**src/rtl/run_length_detector.sv**
```systemverilog
// Flags runs of RUN_LEN or more consecutive accepted bits equal to a run-time target.
// Optional detection-event counter built only when DET_COUNT_EN is defined.
module run_length_detector #(
  parameter int RUN_LEN = 2,
  parameter int CNT_W   = 8
) (
  input  logic                         clk,
  input  logic                         rst_n,
  input  logic                         in_valid,
  input  logic                         x,
  input  logic                         target,
  input  logic                         overlap,
  input  logic                         clear,
  output logic                         y,
  output logic [$clog2(RUN_LEN+1)-1:0] run_cnt,
  output logic [CNT_W-1:0]             det_cnt
);

  localparam int RW = $clog2(RUN_LEN + 1);
  localparam logic [RW-1:0] LEN_R = RW'(RUN_LEN);
  localparam logic [RW:0]   LEN_X = (RW + 1)'(RUN_LEN);

  typedef enum logic [1:0] {IDLE, ACC, HIT} state_e;

  state_e        state_q, state_d;
  logic [RW-1:0] run_q, run_d;
  logic          y_q, y_d;
  logic          overlap_q, target_q;
  logic [RW:0]   run_inc;
  logic          match, cfg_chg;

  assign match   = in_valid & (x == target);
  assign cfg_chg = (target != target_q) | (overlap != overlap_q);
  // One extra bit so run_q+1 never wraps when run_q == RUN_LEN
  assign run_inc = {1'b0, run_q} + {{RW{1'b0}}, 1'b1};

  always_ff @(posedge clk or negedge rst_n) begin
    if (!rst_n) begin
      state_q   <= IDLE;
      run_q     <= '0;
      y_q       <= 1'b0;
      overlap_q <= 1'b0;
      target_q  <= 1'b0;
    end else begin
      state_q   <= state_d;
      run_q     <= run_d;
      y_q       <= y_d;
      overlap_q <= overlap;
      target_q  <= target;
    end
  end

  always_comb begin
    run_d = run_q;
    y_d   = 1'b0;
    if (clear || cfg_chg) begin
      run_d = '0;
    end else if (in_valid) begin
      if (!match) begin
        run_d = '0;
      end else if (overlap) begin
        // HIT saturates: run stays at RUN_LEN and every further match re-fires
        if (state_q == HIT) begin
          run_d = LEN_R;
          y_d   = 1'b1;
        end else begin
          run_d = run_inc[RW-1:0];
          y_d   = (run_inc >= LEN_X);
        end
      end else if (run_inc >= LEN_X) begin
        run_d = '0;
        y_d   = 1'b1;
      end else begin
        run_d = run_inc[RW-1:0];
      end
    end
    if (run_d == '0)
      state_d = IDLE;
    else if (run_d == LEN_R)
      state_d = HIT;
    else
      state_d = ACC;
  end

`ifdef DET_COUNT_EN
  logic [CNT_W-1:0] det_q;

  always_ff @(posedge clk or negedge rst_n) begin
    if (!rst_n)
      det_q <= '0;
    else if (clear)
      det_q <= '0;
    else if (y_d && (det_q != {CNT_W{1'b1}}))
      det_q <= det_q + CNT_W'(1);
  end
`else
  logic [CNT_W-1:0] det_q;
  assign det_q = '0;
`endif

  always_comb begin
    y       = y_q;
    run_cnt = run_q;
    det_cnt = det_q;
  end

endmodule

```
**config.mk**
```make
export PLATFORM = sky130hd
export DESIGN_NAME = run_length_detector
export DESIGN_NICKNAME = d
export VERILOG_FILES = /design/src/rtl/run_length_detector.sv
export SDC_FILE = /design/constraint.sdc
export NUM_CORES = 1
export LEC_CHECK = 0
export CORE_AREA = 8 8 45 47
export CTS_CLUSTER_DIAMETER = 30
export DETAILED_ROUTE_END_ITERATION = 10
export DIE_AREA = 0 0 53 55
export PLACE_DENSITY_LB_ADDON = 0.25
export SYNTH_ARGS = -nofsm -noshare
export SYNTH_HDL_FRONTEND = slang
export SYNTH_SLANG_ARGS = --single-unit
```
**constraint.sdc**
```tcl
create_clock -name clk -period 2.1 [get_ports clk]
set_clock_uncertainty 0.2 [all_clocks]
set_input_delay 0.315 -clock clk [delete_from_list [all_inputs] [get_ports clk]]
set_output_delay 0.315 -clock clk [all_outputs]
set_load 0.05 [all_outputs]
```
==> out/summary.txt <==
TIMING
----------------------------------------------------------------------------------
Total negative setup slack                                                    0 ps
Worst-margin pin slew                                                       496 ps
Normalized max-slew margin                                                   0.668
Part of the cycle the worst path needs                                       0.901
Final WS setup                                                              208 ps
Setup repair after global routing missed its margin                          false
Fin. Hold Viols                                                                  0
Min Tclk post-route                                                        1890 ps
Final-layout worst hold slack                                               111 ps
Maximum frequency from static timing analysis                              529 MHz
Number of max-slew violations in the final report                                0
Final setup fails                                                                0

DIE
----------------------------------------------------------------------------------
Die outline height                                                           55 um
Initial core utilization                                                     0.266
Placeable core region                                                    1380 um^2
Number of core rows                                                             14
Width of the chip                                                            53 um
Number of placed I/O pins                                                       18
Die Outline Area                                                         2920 um^2

CLOCK TREE
----------------------------------------------------------------------------------
Master cell of the clock root buffer                                  sky130_fd_sc_hd__clkbuf_4
CTS H-tree lvls                                                                  1
Clock tree from TritonCTS                                                    built
Number of resized instances in the post-cts repair step                          0
Setup bufs post-CTS                                                              0
Max Root-Sink Buffers                                                            2
Number of clock sinks                                                            6
CTS clock-pin slew for the worst setup and hold paths                        50 ps
Worst-skew pair later-pin latency                                           240 ps
CTS Hold Bufs                                                                    0
CTS Buf Count                                                                    3

POWER
----------------------------------------------------------------------------------
Maximum ir drop on the vdd rail                                             292 uV
Design Power                                                                293 uW
Leakage dissipation                                                       0.198 nW
Total power per unit cell area                                         641 nW/um^2

SYNTHESIS
----------------------------------------------------------------------------------
Dominant cells by area after synthesis                                sky130_fd_sc_hd__dfrtp_1 (41%), sky130_fd_sc_hd__buf_4 (18%), sky130_fd_sc_hd__xor2_1 (4.8%), sky130_fd_sc_hd__a21oi_1 (4.1%), sky130_fd_sc_hd__ha_1 (3.4%)
Proportion of netlist area held by the largest area contributor              0.408
Largest area contributor in the synthesized netlist                   sky130_fd_sc_hd__dfrtp_1
Distinct cell type count of the synthesized netlist                             19
Seq/Total Area, Yosys                                                        0.408
Count of synthesis-stage warnings from yosys                                     0
Syn_area_per_cell                                                        9.94 um^2
Cells after synthesis                                                           37
Number of flip-flops and latches in the synthesized netlist                      6
Summed instance area of the synthesized netlist                           368 um^2

PLACEMENT
----------------------------------------------------------------------------------
Final GP Congestion                                                          0.768
Placed standard-cell area                                                 434 um^2
DPL Wire Length                                                             606 um
PortBufs                                                                         9
Total instance count after detailed placement                                   60
Minimum setup slack after placement                                         156 ps

DETAILED ROUTING
----------------------------------------------------------------------------------
Detail Route Antenna Nets                                                        0
TritonRoute pass-1 iters                                                         2
Number of design rule violations left after detail routing                       0
Average routed wire per standard cell                                      11.7 um
Routed via count                                                               269
Via count normalized by instance count                                        4.27
Drt total wl                                                                738 um
Number of DRC markers after the initial detailed-route iteration                 3

CRITICAL PATH
----------------------------------------------------------------------------------
Largest fanout on the critical path                                              2
CP Data Required Time                                                      1580 ps
Number of buffer and inverter stages on the critical path                        1
Dominant delay contributor by cell family on the critical path        buffers and inverters
Worst Reg-to-Reg Cells                                                           6
Cell count along the critical path                                               1
Launching element type of the critical path                              flip-flop
Largest incremental delay on the critical path                              800 ps
Ordered list of cells on the worst path                               clkdlybuf4s50_1
Arrival @ worst endpoint                                                   1380 ps
Worst-path cell with the longest stage delay                          sky130_fd_sc_hd__clkdlybuf4s50_1
Critical path start-end classification                                  reg -> out
Crit. End Element                                                       output pin

FINISH
----------------------------------------------------------------------------------
Signed area change from the synthesized netlist to the final layout          24.1%
Antenna Diode Count                                                              0
Fill cell instance count of the final layout                                   157
Non-filler cells, final                                                         63
Core occupancy in the finished layout                                        0.330
Final cell area excluding filler cells                                    457 um^2
Final net count                                                                 57
Fraction of final layout cells sized beyond drive strength 1                 0.149

GLOBAL ROUTE
----------------------------------------------------------------------------------
Grt ovf                                                                          0
Via count of the first global-routing pass                                     269
Maximum number of pins on one net before global-route repair                     7
Number of antenna violations at the first check in global routing                0
Global-route wire length before repair                                     1.17 mm
Global router's overall resource usage                                      0.0626

RUN STATUS
----------------------------------------------------------------------------------
Status                                                                   completed

RUN
----------------------------------------------------------------------------------
Number of maximum-capacitance violations                                         0

HOLD PATH
----------------------------------------------------------------------------------
Tightest Hold Check Type                                               in -> async

-- cell type report --
type                       instances  area, um^2  share of cell area
clock buffer                       3        22.5              0.0493
timing repair buffer               9        87.6               0.192
sequential                         6         150               0.329
multi-input combinational         27         169               0.370
inverter                           2        7.51              0.0164
tap                               16        20.0              0.0438
-- worst paths after layout --
kind | start | end | slack [ps]
max in group asynchronous | rst_n | state_q[0] | 1370
worst min register to register | state_q[1] | y | 380
worst min-delay path | rst_n | target_q | 110
min in group clk | state_q[1] | y | 380
worst max-delay path | run_cnt[1] | run_cnt[1] | 210
worst max register to register | state_q[0] | state_q[1] | 490
-- synthesized netlist by cell type --
cell type	n
sky130_fd_sc_hd__nand3_1	1
sky130_fd_sc_hd__buf_4	9
sky130_fd_sc_hd__or3_4	1
sky130_fd_sc_hd__o211ai_1	1
sky130_fd_sc_hd__a21oi_1	3
sky130_fd_sc_hd__nand2_1	2
sky130_fd_sc_hd__conb_1	1
sky130_fd_sc_hd__nor3b_1	1
sky130_fd_sc_hd__a211oi_1	1
sky130_fd_sc_hd__xor2_1	2
sky130_fd_sc_hd__nand2b_1	1
sky130_fd_sc_hd__xnor2_1	1
sky130_fd_sc_hd__ha_1	1
sky130_fd_sc_hd__nor3_2	1
sky130_fd_sc_hd__and2b_2	1
sky130_fd_sc_hd__nor2_1	1
sky130_fd_sc_hd__inv_1	2
sky130_fd_sc_hd__dfrtp_1	6
sky130_fd_sc_hd__o32a_1	1
-- power breakdown --
group	internal, mW	total [mW]	switching, mW
registers	0.118	0.120	0.00123
clock network	0.0646	0.106	0.0412
logic	0.0191	0.0675	0.0483
-- logic make-up (layout without fill, tap and decap cells) --
logic type,after synthesis,count (layout),synth area share
buf+inv,11,14,0.204
simple gates,9,9,0.163
compound gates,6,6,0.109
flops,6,6,0.408
xor+xnor,3,3,0.0714
fa+ha+maj,1,1,0.0340
other cells,1,8,0.0102
-- flip-flops by register name (all words and copies together) (netlist names) --
signal,flops
run_cnt,1
overlap_q,1
target_q,1
y,1
state_q,2
-- placed cells by master (no fill, tap or decap) --
master / netlist / final
sky130_fd_sc_hd__buf_4: 9 / 1
sky130_fd_sc_hd__clkdlybuf4s50_1: 0 / 8
sky130_fd_sc_hd__a21oi_1: 3 / 3
sky130_fd_sc_hd__inv_1: 2 / 2
sky130_fd_sc_hd__clkbuf_4: 0 / 3
sky130_fd_sc_hd__or3_4: 1 / 1
sky130_fd_sc_hd__xnor2_1: 1 / 1
sky130_fd_sc_hd__nand2_1: 2 / 2
sky130_fd_sc_hd__dfrtp_1: 6 / 6
sky130_fd_sc_hd__conb_1: 1 / 8
sky130_fd_sc_hd__o211ai_1: 1 / 1
sky130_fd_sc_hd__o32a_1: 1 / 1
sky130_fd_sc_hd__nor3_2: 1 / 1
sky130_fd_sc_hd__xor2_1: 2 / 2
sky130_fd_sc_hd__nand2b_1: 1 / 1
sky130_fd_sc_hd__nor2_1: 1 / 1
sky130_fd_sc_hd__and2b_2: 1 / 1
sky130_fd_sc_hd__ha_1: 1 / 1
sky130_fd_sc_hd__nor3b_1: 1 / 1
sky130_fd_sc_hd__a211oi_1: 1 / 1
sky130_fd_sc_hd__nand3_1: 1 / 1
-- routing by layer --
| layer | share of wire | track usage | vias to the layer above |
|---|---|---|---|
| met1 | 0.29 | 0.0431 | 125 |
| met3 | 0.14 | 0.0455 | 2 |
| met4 | 0.047 | 0.0776 | 0 |
| li1 | - | - | 130 |
| met5 | 0 | 0 | - |
| met2 | 0.53 | 0.0996 | 12 |
Power figures use the tool's default switching activity.
